$ cat src/rtl/enemy_pool.sv
// rtl/enemy_pool.sv - enemy slot pool: lowest-free-slot spawning, per-slot IDLE/ALIVE/EXPLODE FSM
// Optional per-slot multi-hit HP counters are enabled by defining ENEMY_POOL_HP_EN.
module enemy_pool #(
  parameter int MAX_ENEMY_NUM = 10,
  parameter int IDX_BIT_LEN   = 4,
  parameter int X_POS_BIT_LEN = 10,
  parameter int Y_POS_BIT_LEN = 11,
  parameter int SPEED         = 1,
  parameter int SPAWN_PERIOD  = 50,
  parameter int V_DISP        = 480,
  parameter int ENEMY_Y_SIZE  = 100,
  parameter int HP_BIT_LEN    = 3,
  parameter int HP_INIT       = 3,
  parameter int EXPLODE_TICKS = 8,
  parameter int CNT_BIT_LEN   = 4
) (
  input  logic                                   clk_run,
  input  logic                                   rst,
  input  logic                                   en_i,
  input  logic                                   tick_i,
  input  logic [X_POS_BIT_LEN-1:0]               rand_pos_i,
  input  logic [MAX_ENEMY_NUM-1:0]               hit_i,
  output logic [MAX_ENEMY_NUM*X_POS_BIT_LEN-1:0] x_pos_o,
  output logic [MAX_ENEMY_NUM*Y_POS_BIT_LEN-1:0] y_pos_o,
  output logic [2*MAX_ENEMY_NUM-1:0]             state_o,
  output logic                                   spawn_o,
  output logic [IDX_BIT_LEN-1:0]                 spawn_idx_o,
  output logic                                   full_o,
  output logic [CNT_BIT_LEN-1:0]                 kill_num_o,
  output logic [CNT_BIT_LEN-1:0]                 escape_num_o
);

  localparam logic [1:0] S_IDLE    = 2'b00;
  localparam logic [1:0] S_ALIVE   = 2'b01;
  localparam logic [1:0] S_EXPLODE = 2'b10;

  localparam int SC_W  = (SPAWN_PERIOD > 1) ? $clog2(SPAWN_PERIOD) : 1;
  localparam int EXP_W = (EXPLODE_TICKS > 1) ? $clog2(EXPLODE_TICKS) : 1;

  localparam logic [Y_POS_BIT_LEN-1:0] Y_LIMIT = Y_POS_BIT_LEN'(V_DISP + ENEMY_Y_SIZE);
  localparam logic [Y_POS_BIT_LEN-1:0] Y_STEP  = Y_POS_BIT_LEN'(SPEED);

  localparam bit CFG_OK = (2 ** IDX_BIT_LEN >= MAX_ENEMY_NUM) && (EXPLODE_TICKS >= 1) &&
                          (HP_INIT >= 1) && (HP_INIT < 2 ** HP_BIT_LEN) && (SPAWN_PERIOD >= 1) &&
                          (V_DISP + ENEMY_Y_SIZE + SPEED < 2 ** Y_POS_BIT_LEN);

  generate
    if (!CFG_OK) begin : g_cfg_err
      $error("enemy_pool: invalid parameter set");
    end
  endgenerate

  logic [1:0]               r_state   [MAX_ENEMY_NUM];
  logic [X_POS_BIT_LEN-1:0] r_x       [MAX_ENEMY_NUM];
  logic [Y_POS_BIT_LEN-1:0] r_y       [MAX_ENEMY_NUM];
  logic [EXP_W-1:0]         r_exp_cnt [MAX_ENEMY_NUM];
  logic [SC_W-1:0]          r_spawn_cnt;
  logic                     r_spawn;
  logic [IDX_BIT_LEN-1:0]   r_spawn_idx;
  logic                     r_full;
  logic [CNT_BIT_LEN-1:0]   r_kill_num;
  logic [CNT_BIT_LEN-1:0]   r_escape_num;

  logic [1:0]               w_state_nxt [MAX_ENEMY_NUM];
  logic [X_POS_BIT_LEN-1:0] w_x_nxt     [MAX_ENEMY_NUM];
  logic [Y_POS_BIT_LEN-1:0] w_y_nxt     [MAX_ENEMY_NUM];
  logic [EXP_W-1:0]         w_exp_nxt   [MAX_ENEMY_NUM];
  logic [MAX_ENEMY_NUM-1:0] w_fatal;
  logic [MAX_ENEMY_NUM-1:0] w_kill;
  logic [MAX_ENEMY_NUM-1:0] w_esc;
  logic [CNT_BIT_LEN-1:0]   w_kill_cnt;
  logic [CNT_BIT_LEN-1:0]   w_esc_cnt;
  logic [SC_W-1:0]          w_spawn_cnt_nxt;
  logic                     w_attempt;
  logic                     w_free;
  logic                     w_spawn_go;
  logic [IDX_BIT_LEN-1:0]   w_spawn_idx;

`ifdef ENEMY_POOL_HP_EN
  logic [HP_BIT_LEN-1:0]    r_hp     [MAX_ENEMY_NUM];
  logic [HP_BIT_LEN-1:0]    w_hp_nxt [MAX_ENEMY_NUM];
`endif

  // Free-slot search looks only at registered state, so a slot leaving this cycle waits one cycle.
  always_comb begin
    w_attempt       = en_i && (r_spawn_cnt == SC_W'(SPAWN_PERIOD - 1));
    w_spawn_cnt_nxt = r_spawn_cnt;
    if (en_i) begin
      w_spawn_cnt_nxt = w_attempt ? '0 : r_spawn_cnt + SC_W'(1);
    end
    w_free      = 1'b0;
    w_spawn_idx = '0;
    for (int i = MAX_ENEMY_NUM - 1; i >= 0; i--) begin
      if (r_state[i] == S_IDLE) begin
        w_free      = 1'b1;
        w_spawn_idx = IDX_BIT_LEN'(i);
      end
    end
    w_spawn_go = w_attempt && w_free;
  end

  always_comb begin
    w_kill     = '0;
    w_esc      = '0;
    w_fatal    = '0;
    w_kill_cnt = '0;
    w_esc_cnt  = '0;
    for (int i = 0; i < MAX_ENEMY_NUM; i++) begin
      w_state_nxt[i] = r_state[i];
      w_x_nxt[i]     = r_x[i];
      w_y_nxt[i]     = r_y[i];
      w_exp_nxt[i]   = r_exp_cnt[i];
`ifdef ENEMY_POOL_HP_EN
      w_hp_nxt[i]    = r_hp[i];
      w_fatal[i]     = hit_i[i] && (r_hp[i] == HP_BIT_LEN'(1));
`else
      w_fatal[i]     = hit_i[i];
`endif
      case (r_state[i])
        S_IDLE: begin
          if (w_spawn_go && (w_spawn_idx == IDX_BIT_LEN'(i))) begin
            w_state_nxt[i] = S_ALIVE;
            w_x_nxt[i]     = rand_pos_i;
            w_y_nxt[i]     = '0;
`ifdef ENEMY_POOL_HP_EN
            w_hp_nxt[i]    = HP_BIT_LEN'(HP_INIT);
`endif
          end
        end
        S_ALIVE: begin
          if (w_fatal[i]) begin
            w_state_nxt[i] = S_EXPLODE;
            w_exp_nxt[i]   = EXP_W'(EXPLODE_TICKS - 1);
            w_kill[i]      = 1'b1;
          end else begin
`ifdef ENEMY_POOL_HP_EN
            if (hit_i[i]) begin
              w_hp_nxt[i] = r_hp[i] - HP_BIT_LEN'(1);
            end
`endif
            if (en_i && tick_i) begin
              if (r_y[i] >= Y_LIMIT) begin
                w_state_nxt[i] = S_IDLE;
                w_y_nxt[i]     = '0;
                w_esc[i]       = 1'b1;
              end else begin
                w_y_nxt[i] = r_y[i] + Y_STEP;
              end
            end
          end
        end
        S_EXPLODE: begin
          if (tick_i) begin
            if (r_exp_cnt[i] == '0) begin
              w_state_nxt[i] = S_IDLE;
            end else begin
              w_exp_nxt[i] = r_exp_cnt[i] - EXP_W'(1);
            end
          end
        end
        default: w_state_nxt[i] = S_IDLE;
      endcase
      w_kill_cnt = w_kill_cnt + CNT_BIT_LEN'(w_kill[i]);
      w_esc_cnt  = w_esc_cnt + CNT_BIT_LEN'(w_esc[i]);
    end
  end

  always_ff @(posedge clk_run or posedge rst) begin
    if (rst) begin
      for (int i = 0; i < MAX_ENEMY_NUM; i++) begin
        r_state[i]   <= S_IDLE;
        r_x[i]       <= '0;
        r_y[i]       <= '0;
        r_exp_cnt[i] <= '0;
`ifdef ENEMY_POOL_HP_EN
        r_hp[i]      <= '0;
`endif
      end
      r_spawn_cnt  <= '0;
      r_spawn      <= 1'b0;
      r_spawn_idx  <= '0;
      r_full       <= 1'b0;
      r_kill_num   <= '0;
      r_escape_num <= '0;
    end else begin
      for (int i = 0; i < MAX_ENEMY_NUM; i++) begin
        r_state[i]   <= w_state_nxt[i];
        r_x[i]       <= w_x_nxt[i];
        r_y[i]       <= w_y_nxt[i];
        r_exp_cnt[i] <= w_exp_nxt[i];
`ifdef ENEMY_POOL_HP_EN
        r_hp[i]      <= w_hp_nxt[i];
`endif
      end
      r_spawn_cnt  <= w_spawn_cnt_nxt;
      r_spawn      <= w_spawn_go;
      r_spawn_idx  <= w_spawn_go ? w_spawn_idx : '0;
      r_full       <= !w_free;
      r_kill_num   <= w_kill_cnt;
      r_escape_num <= w_esc_cnt;
    end
  end

  always_comb begin
    state_o = '0;
    x_pos_o = '0;
    y_pos_o = '0;
    for (int i = 0; i < MAX_ENEMY_NUM; i++) begin
      state_o[2*i +: 2]                         = r_state[i];
      x_pos_o[i*X_POS_BIT_LEN +: X_POS_BIT_LEN] = r_x[i];
      y_pos_o[i*Y_POS_BIT_LEN +: Y_POS_BIT_LEN] = r_y[i];
    end
    spawn_o      = r_spawn;
    spawn_idx_o  = r_spawn_idx;
    full_o       = r_full;
    kill_num_o   = r_kill_num;
    escape_num_o = r_escape_num;
  end

endmodule
$ cat config.mk
export PLATFORM = sky130hd
export DESIGN_NAME = enemy_pool
export DESIGN_NICKNAME = d
export VERILOG_FILES = /design/src/rtl/enemy_pool.sv
export SDC_FILE = /design/constraint.sdc
export NUM_CORES = 1
export LEC_CHECK = 0
export ABC_AREA = 1
export CAP_MARGIN = 10
export CORE_MARGIN = 5
export CORE_UTILIZATION = 42
export CTS_BUF_LIST = sky130_fd_sc_hd__clkbuf_8
export CTS_CLUSTER_SIZE = 40
export DETAILED_ROUTE_END_ITERATION = 8
export PLACE_DENSITY_LB_ADDON = 0.12
export SETUP_SLACK_MARGIN = 0.4
export SLEW_MARGIN = 20
export SYNTH_ARGS = -nofsm -noshare
export SYNTH_HDL_FRONTEND = slang
export SYNTH_SLANG_ARGS = --single-unit
export TNS_END_PERCENT = 1
$ cat constraint.sdc
create_clock -name clk_run -period 19.02 [get_ports clk_run]
set_input_delay 3.804 -clock clk_run [delete_from_list [all_inputs] [get_ports clk_run]]
set_output_delay 3.804 -clock clk_run [all_outputs]
set_load 0.02 [all_outputs]
# Yosys cells after proc, flatten, opt, wreduce, memory -nomap -nowiden
# Cells that the tools add are included.
[totals]
register_bits = 280
wordCells = 552
[op_classes]
add_sub_neg = 39
eq_ne = 120
order_cmp = 10
n_reduce_logical = 95
n_mux = 242
[op_table]
columns = ["op", "n"]
rows = [
  ["$mux W11", 40],
  ["$pmux W11 S2", 10],
  ["$mux W2", 60],
  ["$ne A2 B2 Y1 const B", 60],
  ["$add A11 B1 Y11 const B", 10],
  ["$ge A11 B10 Y1 const B", 10],
  ["$mux W3", 30],
  ["$reduce_and A4 Y1", 20],
  ["$mux W1", 70],
  ["$ne A3 B3 Y1 const B", 20],
  ["$pmux W2 S3", 10],
  ["$pmux W3 S2", 10],
  ["$reduce_and A5 Y1", 10],
  ["$add A4 B1 Y4", 12],
  ["$mux W4", 11],
  ["$reduce_bool A2 Y1", 20],
  ["$logic_not A3 Y1", 10],
  ["$sub A3 B1 Y3 const B", 10],
  ["$eq A2 B1 Y1 const B", 10],
  ["$eq A2 B2 Y1 const B", 10],
  ["$logic_not A2 Y1", 10],
  ["$ne A2 B1 Y1 const B", 10],
  ["$reduce_and A2 Y1", 10],
  ["$eq A4 B3 Y1 const B", 4],
  ["12 further kinds", 29],
]

# Depth between registers and ports, before layout
# Gate-level depths: netlist (run 1).
[depth]
depth_word = 15
depth_mapped = 16
depth_no_buf = 16

# Worst setup path before layout (run 1)
# No wires, ideal clock.
[synth_path]
path_kind = "input-to-reg"
start = "input en_i"
end = "register r_escape_num[2] (netlist: escape_num_o[2])"
arrival_time_ns = 6.958
setup_time_ns = 0.123
setup_slack_ns = 11.939
cell_stages = 14
cell_sequence = "buf_2 nand2_1 inv_1 buf_2 buf_2 nand2_1 nor3_1 fa_1 fa_1 fa_1 ha_1 inv_1 fa_1 xor2_1"
[synth_between]
elab_chain_len = 13
[synth_lines]
columns = ["item", "line_no", "source"]
rows = [
  ["start, declared", "19", "input logic en_i,"],
  ["$logic_and A1 B1 Y1 *", "141", "if (en_i && tick_i) begin"],
  ["$mux W1", "141", ""],
  ["$mux W1", "131", "if (w_fatal[i]) begin"],
  ["$mux W1", "119", "case (r_state[i])"],
  ["$add A1 B1 Y2", "164", "w_esc_cnt = w_esc_cnt + CNT_BIT_LEN'(w_esc[i]);"],
  ["$add A2 B1 Y3", "164", ""],
  ["$add A3 B1 Y4", "164", ""],
  ["$add A4 B1 Y4 (5 in a row)", "164", ""],
  ["$add A4 B1 Y4 *", "164", ""],
  ["named net w_esc_cnt[2]", "72", "logic [CNT_BIT_LEN-1:0] w_esc_cnt;"],
  ["end signal, assigned", "200", "r_escape_num <= w_esc_cnt;"],
  ["end, declared", "62", "logic [CNT_BIT_LEN-1:0] r_escape_num;"],
]
# The timed path passes the listed nets; every way through them passes the cells marked *.
# A chain may end at the register's enable or synchronous reset.

# Worst setup path in the final report (run 1)
# Ends and elaborated chain as after synthesis.

==> key figures, run 1 <==
Finish
  – Post-layout nets: 2066
  – Final cell count without fillers: 2467
  – Layout cells sized above 1: 5.55%
  – N_diodes: 0
  – Area grow syn2layout: 28.9%

Global route
  – Antenna violations before repair: 2
  – Met2 Use GR: 33.8%
  – Gr busiest metal: met2
  – M3 GR Usage: 6.05%
  – Vias in the first global route: 12000
  – Met1 Use GR: 27.3%
  – Largest net degree at the start of global routing: 86
  – GRT Total Usage: 20.8%
  – Remaining global-route overflow: 0
  – First-pass GRT wire length: 64500 µm

Synth
  – Yosys top cell area share: 49.7%
  – Async S/R FF share, synth: 100%
  – Syn_area_per_cell: 8.29 µm²
  – Warnings from Yosys: 0
  – Top_reg_cell synth: dfrtp_1
  – Register area share after synthesis: 49.7%
  – Yosys reg bits: 280
  – Synth cell types: 46
  – Synth Instances: 1701
  – Area leader, netlist: dfrtp_1
  – EDFF count, synth: 0
  – Synthesized area: 14100 µm²
  – Syn_nets: 1783
  – Top cells by area, synth: dfrtp_1 (50%), nand2_1 (10%), inv_1 (6.1%)

Worst setup path
  – Setup slack, reg-to-reg: 14.96 ns
  – Critical path class: input port to flip-flop
  – Worst r2r src: state_o[15]
  – Type of origin of the critical path: input port
  – Worst EP required: 19.48 ns
  – Arrival time worst endpoint: 7.89 ns
  – Crit Path Max Fanout: 20
  – Worst Setup End Kind: flip-flop
  – R2R depth: 10
  – Worst Setup SP: en_i

Floorplan
  – Initial Util: 42.3%
  – Core Region: 33400 µm²
  – Die W: 193 µm
  – DIE HEIGHT: 193 µm
  – # rows: 67
  – Die area: 37300 µm²
  – IO Pins: 268

Clock tree
  – # clock sinks: 280
  – CTS Hold Bufs: 0
  – Post-CTS setup buffer count: 0
  – H-tree Lvls: 2
  – Worst skew pair latency: 0.61 ns
  – Clock root cell: clkbuf_8
  – Worst-path clk slew: 0.06 ns
  – CTS tree: done
  – CTS Buf Count: 50
  – Max Root-Sink Buffers: 3
  – Post-CTS resize count: 0

Placed design
  – Placed cells: 2379
  – Dpl hpwl: 28400 µm
  – Gpl congestion: 0.866
  – IO Port Bufs: 267

Timing
  – RSZ-0062 raised after global routing: false
  – Final hold violations: 0
  – Max-slew violations: 0
  – Slew Limit Headroom: 35.9%
  – Max Freq: 135 MHz
  – Final period util: 39.1%
  – Crit path time final: 7.43 ns
  – Setup violators final: 0
  – Skew final: 0.0458 ns
  – Setup TNS: 0 ns
  – Worst slew pin tran: 0.958 ns

Drt
  – Vias per inst: 4.89
  – Residual DRC count: 0
  – Initial drt markers: 652
  – Drt first pass iters: 5
  – Detail Route Antenna Nets: 0
  – Total number of vias: 12100
  – Final wirelength: 39100 µm
  – Routed len/inst: 15.8 µm

Outcome
  – Status: finished, final reports clean

Power and ir drop
  – Leakage power: 8.79 nW
  – Max rail drop VDD: 73.0 µV
  – Power Density: 114 nW/µm²

Run
  – MaxCap Viol Count: 0

Worst hold path
  – Hold path depth: 2
  – Hold Startpoint: x_pos_o[93]
  – HP Class: flip-flop to flip-flop
-- path summary, 6_finish.rpt --
path | endpoint
max | escape_num_o[2]
min | x_pos_o[93]
max reg2reg | escape_num_o[2]
min reg2reg | x_pos_o[93]
max in group asynchronous | y_pos_o[26]
min in group asynchronous | y_pos_o[33]
-- logic make-up (layout without fill, tap and decap cells) --
logic type | Yosys count | count (layout) | share of synthesized area [%]
compound gates | 273 | 273 | 10.4
xor+xnor | 38 | 38 | 2.36
fa+ha+maj | 58 | 58 | 5.78
buf+inv | 278 | 596 | 7.92
flops | 280 | 280 | 49.7
simple gates | 774 | 774 | 23.9
-- area by class of cell --
type | instances | area (µm²)
Sequential cell | 280 | 7010
Multi-Input combinational cell | 1143 | 5980
Inverter | 236 | 893
Fill cell | 3167 | 15200
Tap cell | 448 | 561
Timing Repair Buffer | 273 | 2740
Clock inverter | 22 | 103
Clock buffer | 65 | 895
-- worst max-delay path: stages --
cell,delay (ns)
clkdlybuf4s50_1,0.68
nand2_1,0.09
inv_1,0.53
nand2_1,0.16
nor3_1,0.35
fa_1,0.48
fa_1,0.48
fa_1,0.55
ha_1,0.17
inv_1,0.06
fa_1,0.37
xor2_1,0.15
-- sequential cells by signal, indices dropped and copies added, names as in the netlist --
register,count
y_pos_o,110
x_pos_o,100
escape_num_o,4
r_exp_cnt,30
r_spawn_cnt,6
state_o,20
kill_num_o,4
spawn_idx_o,4
full_o,1
spawn_o,1
-- synthesized netlist by cell type, drive strengths merged (5+ instances only) --
cell type	instances
nor2	193
nor4	6
inv	236
a31oi	13
a21oi	58
nand3b	7
o21ai	177
xnor2	5
nand3	127
nand4	15
ha	46
clkbuf	15
fa	12
nand2	387
nor3	38
o211ai	7
xor2	33
dfrtp	280
buf	27
a22oi	7
-- metal layers --
layer	vias to the layer above	part of all wire, %
met1	5723	44
li1	6006	-
met3	73	6.9
met4	4	2.5
met5	-	0.087
met2	267	47
-- stage by stage --
stage	util, %	setup WS, ns	hold WS (ns)	power (mW)	instance area (µm²)
detailed placement	51.4	10.95	0.459	1.52	17200
floorplan	-	7.49	0.446	1.24	14100
global route	54.5	11.31	0.499	2.22	18200
finish	54.5	11.59	0.469	2.07	18200
CTS	54.4	11.56	0.473	2.09	18100
global placement	51.4	11.09	0.454	1.50	17200
-- cell usage in the layout (no fill, tap or decap), types with 2 or more instances in the layout --
cell and count:
a21boi_0 3, clkbuf_8 65, nand2_4 5, xnor2_1 5, nand4_1 12, nand4_4 2, nor2_4 3, nand2_2 7
o21ai_1 14, ha_1 46, a41oi_1 2, clkdlybuf4s50_1 267, dfrtp_1 280, a21oi_1 56, nand2_1 375, inv_1 247
nand3_2 4, nor4_1 6, fa_1 12, inv_2 7, inv_8 3, o21ai_0 163, xor2_1 33, a31oi_1 13
buf_4 5, o211ai_1 7, nand3_1 122, a22oi_1 7, nand3b_1 7, nor2_1 188, nor3_1 37, o21bai_1 2
-- power by group --
part	switching [mW]	internal, mW
clock network	0.256	0.305
logic	0.438	0.271
registers	0.0852	0.710
total	0.779	1.29
No activity file was read; power rests on OpenSTA's default activity.
==> run 2, diff against run 1 <==
Clock period 19.02 ns to 6.6 ns, I/O delays scaled along.
==> key figures, run 2 (synthesis results as in run 1) <==
Finish
  – Max reg flops: 110
  – Fillers: 3168
  – Most frequent cells in the layout: nand2_1 (375), dfrtp_1 (280), clkdlybuf4s50_1 (267)
  – Most common cell after layout, fill and taps aside: nand2_1
  – Post-layout nets: 2065
  – Final cell count without fillers: 2464
  – Layout cells sized above 1: 5.36%
  – N_diodes: 0
  – Area grow syn2layout: 28.4%

Clock tree
  – CTS Buf Count: 50
  – Worst-path clk slew: 0.06 ns
  – Worst skew pair latency: 0.59 ns
  – Post-CTS resize count: 0
  – Max Root-Sink Buffers: 3
  – Clock root cell: clkbuf_8
  – CTS tree: done
  – # clock sinks: 280
  – H-tree Lvls: 2
  – CTS Hold Bufs: 0
  – Post-CTS setup buffer count: 0

Worst setup path
  – Largest delay share family, worst path: adder cells
  – Critical Path Slowest Stage Cell: clkdlybuf4s50_1
  – CP most frequent cell: fa_1
  – Worst Setup End Kind: flip-flop
  – CP Cell Sequence: clkdlybuf4s50_1 > nand2_1 > inv_1 > nand2_1 > nor3_1 > fa_1 > fa_1 > fa_1 > ha_1 > inv_1 > fa_1 > xor2_1
  – Max stage delay on crit path: 0.68 ns
  – Crit Path Max Fanout: 13
  – Worst EP required: 7.05 ns
  – R2R depth: 11
  – Arrival time worst endpoint: 5.26 ns
  – Worst path bufs/invs: 3
  – Type of origin of the critical path: input port
  – CP Depth: 12
  – Critical path class: input port to flip-flop

Power and ir drop
  – Pwr Total: 5.87 mW
  – Max rail drop VDD: 179 µV
  – Leakage power: 8.74 nW
  – Power Density: 324 nW/µm²

Floorplan
  – Die area: 37300 µm²
  – Die W: 193 µm
  – # rows: 67
  – DIE HEIGHT: 193 µm
  – Initial Util: 42.3%
  – IO Pins: 268
  – Core Region: 33400 µm²

Timing
  – Max-slew violations: 0
  – Skew final: 0.0334 ns
  – Crit path time final: 4.81 ns
  – Setup TNS: 0 ns
  – Max Freq: 208 MHz
  – Slew Limit Headroom: 34.7%
  – RSZ-0062 raised after global routing: false
  – Setup violators final: 0
  – Worst slew pin tran: 0.977 ns
  – Final period util: 72.9%
  – Final hold violations: 0

Drt
  – Vias per inst: 4.85
  – Initial drt markers: 684
  – Detail Route Antenna Nets: 0
  – Routed len/inst: 15.8 µm
  – Final wirelength: 38900 µm
  – Drt first pass iters: 5
  – Total number of vias: 11900
  – Residual DRC count: 0

Worst hold path
  – HP Class: flip-flop to flip-flop
  – Hold path depth: 2

Placed design
  – Dpl hpwl: 28400 µm
  – Placed cells: 2379
  – IO Port Bufs: 267
  – Gpl congestion: 0.838

Global route
  – Antenna violations before repair: 0
  – First-pass GRT wire length: 63700 µm
  – Largest net degree at the start of global routing: 171
  – GRT Total Usage: 20.6%
  – Remaining global-route overflow: 0
  – Vias in the first global route: 11900

Outcome
  – Status: finished, final reports clean

Run
  – MaxCap Viol Count: 0
[run 2: worst paths after layout]
| path | start | end | slack (ns) |
|---|---|---|---|
| max | en_i | escape_num_o[2] | 1.79 |
| min | x_pos_o[98] | x_pos_o[98] | 0.47 |
| max reg2reg | state_o[14] | escape_num_o[2] | 2.55 |
| min reg2reg | x_pos_o[98] | x_pos_o[98] | 0.47 |
| max in group asynchronous | rst | x_pos_o[30] | 4.04 |
| min in group asynchronous | rst | y_pos_o[53] | 1.21 |
[run 2: power by group]
| part | total, mW | switching [mW] | leakage, nW | internal (mW) |
|---|---|---|---|---|
| Clock | 1.53 | 0.723 | 0.552 | 0.809 |
| Combinational | 2.04 | 1.26 | 4.68 | 0.781 |
| Sequential | 2.29 | 0.247 | 3.51 | 2.05 |
[run 2: final cells by class]
class,instances,area [µm²],area share [%]
flip-flops and latches,280,7010,38.7
multi-input cells,1143,5980,33.0
clock buffers,59,812,4.49
clock inverters,26,128,0.705
well taps,448,561,3.10
inverters,236,890,4.91
repair buffers,272,2730,15.1
[run 2: worst register-to-register path, stage by stage, from the launching register on]
cell	delay, ns
dfrtp_1	0.38
inv_1	0.07
nor2_1	0.61
inv_1	0.17
nor3_1	0.38
fa_1	0.51
fa_1	0.50
fa_1	0.56
ha_1	0.17
inv_1	0.06
fa_1	0.37
xor2_1	0.15
[run 2: metal layers]
metal / vias up / share of wire [%] / routed length, µm / GRT usage [%]
met5: - / 0 / 0 / 0
met4: 0 / 2.8 / 1090 / 6.32
met3: 62 / 7.0 / 2710 / 5.91
met2: 264 / 47 / 18200 / 34.0
met1: 5612 / 44 / 17000 / 26.5
li1: 6007 / - / - / -
[run 2: stage by stage]
step / hold WS (ns) / worst slack [ns] / util (%) / instance area, µm²
3_5_place_dp: 0.458 / 1.23 / 51.4 / 17200
5_1_grt: 0.494 / 1.59 / 54.3 / 18100
6_report: 0.469 / 1.79 / 54.3 / 18100
3_3_place_gp: 0.454 / 1.32 / 51.4 / 17200
4_1_cts: 0.473 / 1.84 / 54.2 / 18100
2_1_floorplan: 0.446 / 1.57 / - / 14100
==> run 3, diff against run 2 <==
Clock period 6.6 ns to 4.75 ns, I/O delays scaled along.
==> key figures, run 3 (synthesis results as in run 1) <==
Drt
  – Total number of vias: 12000
  – Vias per inst: 4.88
  – Initial drt markers: 649
  – Routed len/inst: 15.9 µm
  – Final wirelength: 39100 µm
  – Residual DRC count: 0
  – Detail Route Antenna Nets: 0
  – Drt first pass iters: 5

Placed design
  – Placed cells: 2387
  – Dpl hpwl: 28600 µm
  – DP Area: 17200 µm²
  – IO Port Bufs: 267
  – Gpl congestion: 0.862
  – Dpl ws: 0.0924 ns

Clock tree
  – Max Root-Sink Buffers: 3
  – H-tree Lvls: 2
  – Post-CTS setup buffer count: 0
  – CTS Buf Count: 50
  – Worst skew pair latency: 0.58 ns
  – # clock sinks: 280
  – CTS tree: done
  – Clock root cell: clkbuf_8
  – Worst-path clk slew: 0.06 ns
  – CTS Hold Bufs: 0
  – Post-CTS resize count: 0

Worst hold path
  – HP Class: flip-flop to flip-flop
  – Hold path depth: 2

Worst setup path
  – CP Cell Sequence: clkdlybuf4s50_1 > nand2_1 > inv_1 > buf_4 > nand2_1 > nor3_1 > fa_1 > fa_1 > fa_1 > ha_1 > inv_1 > fa_1 > xor2_1
  – Critical Path Slowest Stage Cell: fa_1
  – Largest delay share family, worst path: adder cells
  – Worst Setup End Kind: flip-flop
  – CP Depth: 13
  – Max stage delay on crit path: 0.55 ns
  – Critical path class: input port to flip-flop
  – R2R depth: 13
  – CP most frequent cell: fa_1
  – Arrival time worst endpoint: 4.50 ns
  – Crit Path Max Fanout: 8
  – Type of origin of the critical path: input port
  – Worst path bufs/invs: 4
  – Worst EP required: 5.20 ns

Timing
  – Final period util: 85.2%
  – Max-slew violations: 0
  – Setup violators final: 0
  – RSZ-0062 raised after global routing: false
  – Setup ws final: 0.702 ns
  – Final hold violations: 0
  – Setup TNS: 0 ns
  – Slew Limit Headroom: 41.3%
  – Crit path time final: 4.05 ns
  – Skew final: 0.0233 ns
  – Hold_ws: 0.473 ns
  – Worst slew pin tran: 0.881 ns
  – Max Freq: 247 MHz

Finish
  – Final cell count without fillers: 2467
  – Most common cell after layout, fill and taps aside: nand2_1
  – Final core occ: 54.4%
  – Layout cells sized above 1: 5.70%
  – Most frequent cells in the layout: nand2_1 (375), dfrtp_1 (280), clkdlybuf4s50_1 (267)
  – Final instance area: 18200 µm²
  – Post-layout nets: 2073
  – Max reg flops: 110
  – N_diodes: 0
  – Area grow syn2layout: 28.7%

Power and ir drop
  – Power Density: 449 nW/µm²
  – Max rail drop VDD: 228 µV
  – Pwr Total: 8.15 mW
  – Leakage power: 8.77 nW

Floorplan
  – # rows: 67
  – DIE HEIGHT: 193 µm
  – IO Pins: 268
  – Core Region: 33400 µm²
  – Die area: 37300 µm²
  – Initial Util: 42.3%
  – Die W: 193 µm

Global route
  – Gr busiest metal: met2
  – Met2 Use GR: 34.1%
  – Met1 Use GR: 26.3%
  – M3 GR Usage: 6.40%
  – GRT Total Usage: 20.6%
  – First-pass GRT wire length: 63900 µm
  – Antenna violations before repair: 2
  – Remaining global-route overflow: 0
  – Largest net degree at the start of global routing: 138
  – Vias in the first global route: 12000

Run
  – MaxCap Viol Count: 0

Outcome
  – Status: finished, final reports clean
run 3: cell count changes in the layout (fill, tap and decap cells not counted):
cell,previous run,this run
clkinvlp_4,3,1
buf_6,1,0
clkinv_8,1,0
clkbuf_8,59,60
inv_6,0,1
inv_8,1,2
buf_12,1,2
inv_1,248,244
clkinv_2,2,1
buf_4,3,11
run 3: metal layers:
layer | vias up | share of wire [%]
met3 | 64 | 7.4
met5 | - | 0.069
met2 | 280 | 47
met1 | 5653 | 43
met4 | 4 | 2.6
li1 | 6028 | -
run 3: worst min-delay path: stages, from the launching register on:
cell	delay (ns)
dfrtp_1	0.34
nand2_1	0.05
nand2_1	0.05
run 3: cell type report:
cell class	instances	area, µm²
clock buffer	60	826
clock inverter	20	96.3
fill	3136	15200
inverter	236	890
multi-input combinational	1143	5980
sequential	280	7010
tap	448	561
timing repair buffer	280	2800
run 3: path summary, 6_finish.rpt:
path	start	end	slack, ns
min in group asynchronous	rst	y_pos_o[97]	0.88
hold reg to reg	x_pos_o[92]	x_pos_o[92]	0.47
setup reg to reg	y_pos_o[82]	escape_num_o[2]	0.86
hold / removal	x_pos_o[92]	x_pos_o[92]	0.47
max in group asynchronous	rst	y_pos_o[83]	3.06
setup / recovery	en_i	escape_num_o[2]	0.70
run 3: where the power goes:
| part | internal [mW] | switching (mW) |
|---|---|---|
| combinational | 1.09 | 1.77 |
| clock | 1.13 | 0.989 |
| sequential | 2.84 | 0.330 |
| total | 5.06 | 3.09 |
